$ cat config.mk
export PLATFORM = sky130hd
export DESIGN_NAME = golden_nonce_uart
export DESIGN_NICKNAME = d
export VERILOG_FILES = /design/src/rtl/golden_nonce_uart.sv
export SDC_FILE = /design/constraint.sdc
export NUM_CORES = 1
export LEC_CHECK = 0
export ABC_CLOCK_PERIOD_IN_PS = 2220
export CORE_MARGIN = 10
export CORE_UTILIZATION = 50
export CTS_CLUSTER_SIZE = 30
export DETAILED_ROUTE_END_ITERATION = 8
export PLACE_DENSITY = 0.81
export SYNTH_ARGS = -nofsm -noshare
export SYNTH_HDL_FRONTEND = slang
export SYNTH_SLANG_ARGS = --single-unit
$ cat constraint.sdc
create_clock -name hash_clk -period 2.22 [get_ports hash_clk]
set_input_delay 0.444 -clock hash_clk [delete_from_list [all_inputs] [get_ports hash_clk]]
set_output_delay 0.444 -clock hash_clk [all_outputs]
set_load 0.1 [all_outputs]
$ cat src/rtl/golden_nonce_uart.sv
// golden_nonce_uart: queues golden nonces in a small FIFO and sends each as four 8N1 UART bytes, LSB byte first
module golden_nonce_uart #(
    parameter int BAUD_DIV  = 434,
    parameter int FIFO_LOG2 = 2
) (
    input  logic                 hash_clk,
    input  logic                 reset,
    input  logic                 nonce_valid,
    input  logic [31:0]          nonce,
    output logic                 tx,
    output logic                 busy,
    output logic                 overflow,
    output logic [FIFO_LOG2:0]   fifo_count
);
    localparam int DEPTH = 1 << FIFO_LOG2;
    typedef enum logic [1:0] {IDLE, START, DATA, STOP} state_t;
    state_t               state_q;
    logic [31:0]          mem_q [DEPTH];
    logic [FIFO_LOG2-1:0] wr_q, rd_q;
    logic [FIFO_LOG2:0]   cnt_q, cnt_d;
    logic                 ovf_q, tx_q;
    logic [31:0]          sh_q;
    logic [15:0]          baud_q;
    logic [2:0]           bit_q;
    logic [1:0]           byte_q;
    logic                 full, pop, push, baud_end;
    assign full       = cnt_q == (FIFO_LOG2+1)'(DEPTH);
    assign pop        = state_q == IDLE && cnt_q != '0;
    assign push       = nonce_valid && (!full || pop);
    assign baud_end   = baud_q == 16'(BAUD_DIV - 1);
    assign tx         = tx_q;
    assign busy       = state_q != IDLE || cnt_q != '0;
    assign overflow   = ovf_q;
    assign fifo_count = cnt_q;
    // next FIFO occupancy; a simultaneous push and pop leaves it unchanged
    always_comb cnt_d = (push && !pop) ? cnt_q + 1'b1 : (pop && !push) ? cnt_q - 1'b1 : cnt_q;
    // FIFO storage, wrapping pointers and the sticky drop flag
    always_ff @(posedge hash_clk) begin
        if (reset) begin
            wr_q  <= '0;
            rd_q  <= '0;
            cnt_q <= '0;
            ovf_q <= 1'b0;
        end else begin
            if (push) begin
                mem_q[wr_q] <= nonce;
                wr_q        <= wr_q + 1'b1;
            end
            if (pop) rd_q <= rd_q + 1'b1;
            cnt_q <= cnt_d;
            if (nonce_valid && !push) ovf_q <= 1'b1;
        end
    end
    // framing FSM; the shift register drops one bit per data bit so the next byte lands at bit 0
    always_ff @(posedge hash_clk) begin
        if (reset) begin
            state_q <= IDLE;
            tx_q    <= 1'b1;
            sh_q    <= '0;
            baud_q  <= '0;
            bit_q   <= '0;
            byte_q  <= '0;
        end else begin
            case (state_q)
                IDLE: if (pop) begin
                    state_q <= START;
                    tx_q    <= 1'b0;
                    sh_q    <= mem_q[rd_q];
                    byte_q  <= '0;
                    baud_q  <= '0;
                end
                START: if (baud_end) begin
                    state_q <= DATA;
                    bit_q   <= '0;
                    tx_q    <= sh_q[0];
                    baud_q  <= '0;
                end else baud_q <= baud_q + 1'b1;
                DATA: if (baud_end) begin
                    baud_q <= '0;
                    sh_q   <= sh_q >> 1;
                    if (bit_q == 3'd7) begin
                        state_q <= STOP;
                        tx_q    <= 1'b1;
                    end else begin
                        bit_q <= bit_q + 1'b1;
                        tx_q  <= sh_q[1];
                    end
                end else baud_q <= baud_q + 1'b1;
                STOP: if (baud_end) begin
                    baud_q <= '0;
                    if (byte_q != 2'd3) begin
                        byte_q  <= byte_q + 1'b1;
                        state_q <= START;
                        tx_q    <= 1'b0;
                    end else begin
                        state_q <= IDLE;
                        tx_q    <= 1'b1;
                    end
                end else baud_q <= baud_q + 1'b1;
                default: begin
                    state_q <= IDLE;
                    tx_q    <= 1'b1;
                end
            endcase
        end
    end
endmodule

Yosys cells after proc, flatten, opt, wreduce, memory -nomap -nowiden
Memories as Yosys holds them, arrays and structs flattened. A register that Yosys moved wholly into a read port is not among the register bits.
Index checks and enable logic that the tools add are counted.

cells by class
  add/sub/neg operators = 7
  eq/ne operators = 14
  muxes and demuxes = 35
  reduce and logical (&&, ||, !) cells = 23

operators with widths
  operator                 number
  $mux W32                 2
  $pmux W32 S2             1
  $mux W16                 2
  $pmux W16 S2             1
  $mux W2                  10
  $add A16 B1 Y16 const B  1
  $eq A16 B9 Y1 const B    1
  $ne A2 B2 Y1 const B     8
  $mux W3                  5
  $reduce_and A4 Y1        3
  $mux W1                  10
  $reduce_bool A2 Y1       5
  $pmux W2 S4              1
  $add A2 B1 Y2 const B    3
  $add A3 B1 Y3 const B    2
  $eq A3 B3 Y1 const B     2
  $pmux W3 S2              1
  $logic_and A1 B1 Y1      5
  $reduce_and A5 Y1        1
  $eq A2 B2 Y1 const B     2
  $pmux W1 S4              1
  $pmux W2 S2              1
  $logic_not A1 Y1         3
  $reduce_and A3 Y1        1
  6 further kinds          7

word-level totals
  flip-flop bits (word level) = 64
  bits in writable memories = 128
  input bits = 35
  output and inout bits = 6
  word-level logic and storage cells = 90
  memories kept = 1

memory list
  name   depth  width  read ports  clocked after memory_dff  write ports  RTL line  source
  mem_q  4      32     1           1                         1            18        logic [31:0] mem_q [DEPTH];

Depth between registers and ports, before layout
Gate-level depths: netlist of the first run.

  depth in word-level cells = 8
  mapped depth = 12
  mapped depth without buffers = 11

Worst setup path after synthesis of the first run
Ideal clock, no wire load.

  path kind = reg-to-reg
  start = register cnt_q[0], in the netlist fifo_count[0]
  end = register sh_q[27]
  setup time = 0.070 ns
  data arrival time = 3.069 ns
  data required time = 2.150 ns
  setup slack = -0.920 ns
  stages on the path, launching flop included = 7
  path buffers = 1
  clock period less this slack = 3.140 ns
  cells stage by stage = dfxtp_1 nor4b_4 clkinv_1 a31oi_2 buf_2 nand2_1 a21oi_1

between the ends
  word-level cells in the longest chain between the ends = 4

ends and longest elaborated chain
  what                                RTL line  source
  from (decl)                         20        logic [FIFO_LOG2:0] cnt_q, cnt_d;
  from (signal assigned)              50        cnt_q <= cnt_d;
  $reduce_bool A3 Y1                  28        assign pop = state_q == IDLE && cnt_q != '0;
  $logic_and A1 B1 Y1                 28
  $ne A2 B2 Y1 (no source line)       --
  $reduce_and A3 Y1 (no source line)  --
  to (signal assigned)                68        sh_q <= mem_q[rd_q];
  to (signal assigned)                80        sh_q <= sh_q >> 1;
  to (decl)                           22        logic [31:0] sh_q;

No other way between the ends.
A chain may end at the register's enable or synchronous reset.

Final worst setup path of the first run
  start = register baud_q[6]
  end = register sh_q[30]

between the ends
  word-level cells in the longest chain between the ends = 3

ends and longest elaborated chain
  what                                RTL line  source
  from (decl)                         23        logic [15:0] baud_q;
  from (signal assigned)              77        end else baud_q <= baud_q + 1'b1;
  from (signal assigned)              88        end else baud_q <= baud_q + 1'b1;
  from (signal assigned)              99        end else baud_q <= baud_q + 1'b1;
  $eq A16 B9 Y1                       30        assign baud_end = baud_q == 16'(BAUD_DIV - 1);
  $ne A2 B2 Y1 (no source line)       --
  $reduce_and A3 Y1 (no source line)  --

No other way between the ends.

==> results of run 1 <==
## tightest hold or removal path, delay by kind of cell (launching register included)
kind / cells / cell delay [ns]
AND/OR/NAND/NOR: 1 / 0.05
flip-flops: 1 / 0.31
AO/OA/AOI/OAI: 1 / 0.05
## state kept, by name, indices dropped and copies added, names as in the netlist, named ones only
name,cells
mem_q,128
sh_q,32
baud_q,16
bit_q,3
fifo_count,3
byte_q,2
rd_q,2
state_q,2
wr_q,2
overflow,1
tx,1
## cell usage in the layout (no fill, tap or decap), types with 3 or more instances in the layout
cell	instances
nand3_1	6
a21oi_1	47
nor3_1	12
and2_2	4
dfxtp_1	60
buf_12	13
nand4_1	5
nor2_1	20
dfxtp_2	3
buf_4	39
o21ai_0	15
inv_8	4
clkinv_4	3
edfxtp_1	128
clkdlybuf4s50_1	33
a31oi_1	4
ha_1	13
clkinvlp_4	4
xor2_1	4
o31ai_1	3
nand2_1	75
a21o_1	4
mux4_2	32
clkbuf_16	17
inv_1	10
mux2i_1	4
dfxtp_4	3
mux2_2	30
a211oi_1	4
## metrics by stage
step	hold WS (ns)	worst slack, ns	cells
2_1_floorplan	0.428	0.000161	557
3_3_place_gp	0.434	-0.0946	815
3_5_place_dp	0.443	-0.160	815
4_1_cts	0.457	-0.0191	852
5_1_grt	0.475	-0.0476	863
6_report	0.456	0.0273	863
## cell type report
cell class | count | area [µm²]
fillers | 1056 | 5670
flip-flops and latches | 194 | 5180
multi-input cells | 325 | 2680
repair buffers | 88 | 911
clock buffers | 17 | 425
well taps | 211 | 264
clock inverters | 15 | 194
inverters | 13 | 53.8
## worst max-delay path by stage
stage	start	endpoint	slack (ns)	depth (start not counted)
after detailed placement	nonce_valid	fifo_count[2]	-0.16	9
after CTS	state_q[0]	busy	-0.02	7
after global placement	nonce_valid	fifo_count[2]	-0.09	9
final	baud_q[6]	sh_q[30]	0.03	7
after floorplan	state_q[0]	fifo_count[2]	0.0002	12
after global routing	baud_q[6]	sh_q[30]	-0.05	7
## logic make-up after synthesis
logic type               Yosys count  synth area share
flip-flops                       194             0.652
buffers and inverters             40            0.0221
AND/OR/NAND/NOR                  146            0.0879
AO/OA/AOI/OAI                     89            0.0668
XOR/XNOR                           6           0.00663
adder cells (fa/ha/maj)           16            0.0262
multiplexers                      66             0.139
## per-layer routing
metal	up-vias	wire length [µm]	GRT usage
met5	-	0	0
met4	0	297	0.0677
met3	27	714	0.0391
met2	133	8880	0.274
met1	2433	6630	0.175
li1	2270	-	-
## power by group
part / total, W / internal (W) / switching (W) / leakage (nW)
Clock: 0.00316 / 0.00171 / 0.00145 / 0.289
Combinational: 0.00445 / 0.00205 / 0.00240 / 1.32
Sequential: 0.00464 / 0.00435 / 0.000288 / 1.70
## what timing repair did
item,in CTS,in global routing
gates resized for setup,7,6
cloned,1,1
hold endpoints to repair,0,0
pin swaps,1,2
setup buffers,4,11
endpoints found under the setup margin,6,40
==> reports/metrics.yaml, run 1 <==
cts_buffers: 17
rr_worst_depth: 7
syn-cell-area_um2: 7930
fmax_mhz: 456
worst_skew_pair.late_latency_ns: 0.44
route.detailed.drc: 0
min_to: "sh_q[2]"
dpl-instance-area_um2: 8910
slew_headroom: 0.536
finalCritPeriodShare: 0.988
ir_worst_vdd_v: 0.000877
drive_gt1_frac: 0.278
cts_root_buf: "clkbuf_16"
drt-vias-per-instance: 5.63
die_h_um: 146
arrival_ns: 2.58
first_global_vias: 5119
p_leak_nw: 3.31
cts_tree: "built"
avgSynthCellArea_um2: 14.2
port_buffers: 40
coreArea_um2: 15400
drt_iter0_markers: 413
finalHoldViolCount: 0
clock_sinks: 194
io_pins: 41
synthesis.nets: 608
finalNetCount: 690
synth_ff_type: "edfxtp_1"
r2r_slack_ns: 0.03
r2r-end: "sh_q[30]"
ys_async_sr_fraction: 0
clockBufferDepth: 2
drv_slew: 0
required_ns: 2.61
die_x_um: 146
cap_violations: 0
yosysMostFrequentCell: "edfxtp_1"
seq_area_frac_synth: 0.652
setup_viol: 0
yosysTopAreaCell: "edfxtp_1"
cp_top_family: "simple AND/OR/NAND/NOR gates"
syn2layout_area_growth_pct: 22.5
cts.reportedPaths.clkPinSlew_ns: 0.07
htreeDepth: 4
netlist_top_cells_area: "edfxtp_1, dfxtp_1, mux4_2"
critPathKind: "reg -> reg"
antenna_found_initial: 0
synth_common_cells: "edfxtp_1, nand2_1, dfxtp_1"
num_rows: 45
finalClockSkew_ns: 0.00885
max_stage_delay_ns: 0.57
synth-edff-count: 128
ant_nets: 0
reg2reg_from: "baud_q[6]"
yosysUniqueCellTypes: 49
cp_max_fo: 14
grt_usage: 0.156
die-area_um2: 21300
wire_per_inst_um: 19.1
gp_congestion: 0.873
grt_max_degree: 58
min_path_type: "reg -> reg"
firstDrtPassIters: 5
outcome: "finished, final reports clean"
ys_warn_count: 0
wirelength_mm: 16.5
initial_core_util: 0.516
hold_depth: 2
min_from: "sh_q[2]"
tightest_slew_ns: 0.694
critical_path_buf_inv_count: 2
critPathLaunchType: "flop"
slowest_stage: "or4_1"
cts_hold_buf: 0
ys_seq_elements: 194
grt_pass1_wl_mm: 26.7
num_vias: 4863
finalInstanceArea_um2: 9700
synth.top_cell.area_share: 0.485
fin_tns_setup_ns: 0
crit_chain: "or4_1 -> nor4_4 -> buf_6 -> a31oi_4 -> buf_4 -> nor3_1 -> a31o_2"
cellPowerDensity_nw_per_um2: 1260
total_power_w: 0.0123
dp_hpwl_mm: 10.1
antennaDiodeCount: 0
fin_crit_ns: 2.19
cp-end-kind: "flop"
gr-total-overflow: 0
fin_util: 0.631
synthCells: 557
No activity file was read; power rests on OpenSTA's default activity.
==> inputs of run 2 (changes only) <==
--- a/config.mk
+++ b/config.mk
@@ -11,6 +11,7 @@
 export CTS_CLUSTER_SIZE = 30
 export DETAILED_ROUTE_END_ITERATION = 8
 export PLACE_DENSITY = 0.81
+export SKIP_LAST_GASP = 1
 export SYNTH_ARGS = -nofsm -noshare
 export SYNTH_HDL_FRONTEND = slang
 export SYNTH_SLANG_ARGS = --single-unit
==> run 2 against run 1 <==
Compared with the run above:
- the flow now finishes with violations (negative setup slack)
- largest power group unchanged
- core utilization rose by 0.20 points
- cell area grew 0.31%
- die area is the same
- largest cell class unchanged
- via count about the same
- first-iteration DRC count increased by 8.7%
- wire length up 0.48%
- worst hold slack improved by 0.00087 ns
- power increased by 0.44%
- final cell count is 0.35% higher
==> reports/metrics.yaml, run 2 (synthesis gave the netlist of run 1 again) <==
holdWs_ns: 0.457  # +0.000870 ns
drv_slew: 0  # unchanged
fin_crit_ns: 2.22  # +0.0293 ns
die-area_um2: 21300  # unchanged
layout_common_cells: "edfxtp_1, nand2_1, dfxtp_1, a21oi_1, buf_4"
seq_power_share: 0.377  # about the same
seqCellArea_um2: 5180  # unchanged
cts.reportedPaths.clkPinSlew_ns: 0.07  # about the same
slew_headroom: 0.527  # -0.00876
cellPowerDensity_nw_per_um2: 1260  # +0.13%
ir_worst_vdd_v: 0.000877  # about the same
crit_start: "state_q[1]"
finalHoldViolCount: 0  # unchanged
first_global_vias: 5119  # unchanged
total_power_w: 0.0123  # +0.44%
tightest_slew_ns: 0.707  # +0.0131 ns
clkPwrFrac: 0.256  # -0.002
gr-total-overflow: 0  # unchanged
rr_worst_depth: 7  # unchanged
arrival_ns: 1.78  # -0.80 ns
route.detailed.drc: 0  # unchanged
drt_iter0_markers: 449  # +8.7%
num_rows: 45  # unchanged
clockBufferDepth: 2  # unchanged
grt_max_degree: 58  # unchanged
grt_usage: 0.156  # unchanged
outcome: "finished, violations left"
cp-end-kind: "output pin"
num_vias: 4866  # +0.062%
critPathLaunchType: "flop"
layout_commonest_cell: "edfxtp_1"
grt_pass1_wl_mm: 26.7  # unchanged
rsz0062_at_grt: "true"
fmax_mhz: 450  # -1.3%
die_h_um: 146  # unchanged
drt-vias-per-instance: 5.62  # -0.28%
drive_gt1_frac: 0.281  # +0.00331
critPathKind: "reg -> out"
worst_skew_pair.late_latency_ns: 0.44  # about the same
cts_tree: "built"
coreArea_um2: 15400  # unchanged
finalNetCount: 693  # +0.43%
cap_violations: 0  # unchanged
io_pins: 41  # unchanged
finalClockSkew_ns: 0.00912  # +0.000270 ns
reg2reg_from: "baud_q[9]"
required_ns: 1.78  # -0.83 ns
cts_root_buf: "clkbuf_16"
r2r_slack_ns: 0.04  # about the same
pwr-share-comb: 0.367  # +0.003
cp_max_fo: 3  # -11
wire_per_inst_um: 19.2  # +0.14%
setup_viol: 1  # +1
largest_reg_flops: 128  # unchanged
min_from: "sh_q[15]"
setup_ws_ns: -0.00200  # -0.0293 ns
p_leak_nw: 3.34  # +0.62%
firstDrtPassIters: 5  # unchanged
crit_end: "busy"
gp_congestion: 0.873  # unchanged
min_path_type: "reg -> reg"
htreeDepth: 4  # unchanged
r2r-end: "sh_q[30]"
finalCritPeriodShare: 1.00  # +0.0132
cts_hold_buf: 0  # unchanged
port_buffers: 40  # unchanged
top_register: "mem_q"
die_x_um: 146  # unchanged
top_regs: "mem_q (128), sh_q (32), baud_q (16)"
antennaDiodeCount: 0  # unchanged
dp_hpwl_mm: 10.1  # unchanged
intPower_w: 0.00816  # +0.56%
multi_input_area_um2: 2680  # about the same
p_sw_frac: 0.337  # -0.000730
violations: "negative setup slack"
cts_buffers: 17  # unchanged
wirelength_mm: 16.6  # +0.48%
initial_core_util: 0.516  # unchanged
antenna_found_initial: 0  # unchanged
ant_nets: 0  # unchanged
nFillCells: 1048  # -0.76%
netSwitchingPower_w: 0.00415  # +0.23%
fin_util: 0.633  # +0.00195
clock_sinks: 194  # unchanged
syn2layout_area_growth_pct: 22.8
==> run 2: changes by cell type in the layout (fill, tap and decap cells not counted), sizes merged <==
| cell | previous run | this run |
|---|---|---|
| buf | 55 | 58 |
==> run 2: critical path, cell delays in order, from the launching register on <==
cell	delay, ns
dfxtp_2	0.33
inv_2	0.07
ha_4	0.15
buf_6	0.10
nor4b_4	0.27
clkinv_4	0.11
buf_8	0.14
buf_12	0.15
==> run 2: worst min path at each step <==
stage	end	slack, ns	cells after the start
global route	sh_q[19]	0.48	2
global placement	sh_q[5]	0.43	2
finish	sh_q[15]	0.46	2
CTS	sh_q[2]	0.46	2
detailed placement	sh_q[26]	0.44	2
floorplan	sh_q[10]	0.43	2
==> run 2: cell type report <==
| type | instances | share of cell area |
|---|---|---|
| repair buffers | 91 | 0.0964 |
| inverters | 13 | 0.00553 |
| clock buffers | 17 | 0.0437 |
| multi-input cells | 325 | 0.275 |
| well taps | 211 | 0.0271 |
| clock inverters | 15 | 0.0199 |
| flip-flops and latches | 194 | 0.532 |
==> run 2: power by group through the flow <==
stage | Clock [W] | Combinational, W | Sequential [W]
floorplan | 0 | 0.00269 | 0.00484
global placement | 0 | 0.00375 | 0.00466
detailed placement | 0 | 0.00387 | 0.00470
CTS | 0.00319 | 0.00415 | 0.00463
global route | 0.00334 | 0.00489 | 0.00469
finish | 0.00316 | 0.00451 | 0.00464
==> run 2: timing repair <==
| action | 4_1_cts | 5_1_grt |
|---|---|---|
| gates resized for setup | 6 | 8 |
| gates cloned | 1 | 2 |
| pin swaps | 1 | 3 |
| setup buffers | 4 | 12 |
| setup endpoints to repair | 6 | 40 |
==> run 2: per-layer routing <==
metal / share of wire / wire length [µm] / track usage / vias up
li1: - / - / - / 2279
met1: 0.40 / 6600 / 0.175 / 2403
met2: 0.53 / 8880 / 0.274 / 153
met3: 0.048 / 803 / 0.0391 / 31
met4: 0.019 / 316 / 0.0677 / 0
met5: 0 / 0 / 0 / -
==> run 2: per-stage QoR <==
| stage | std cells | setup TNS (ns) | setup slack, ns | instance area (µm²) |
|---|---|---|---|---|
| 2_1_floorplan | 557 | 0 | 0.000161 | 7990 |
| 3_3_place_gp | 815 | -0.0946 | -0.0946 | 8910 |
| 3_5_place_dp | 815 | -0.168 | -0.160 | 8910 |
| 4_1_cts | 852 | -0.0225 | -0.0225 | 9590 |
| 5_1_grt | 866 | -0.118 | -0.0662 | 9730 |
| 6_report | 866 | -0.00200 | -0.00200 | 9730 |
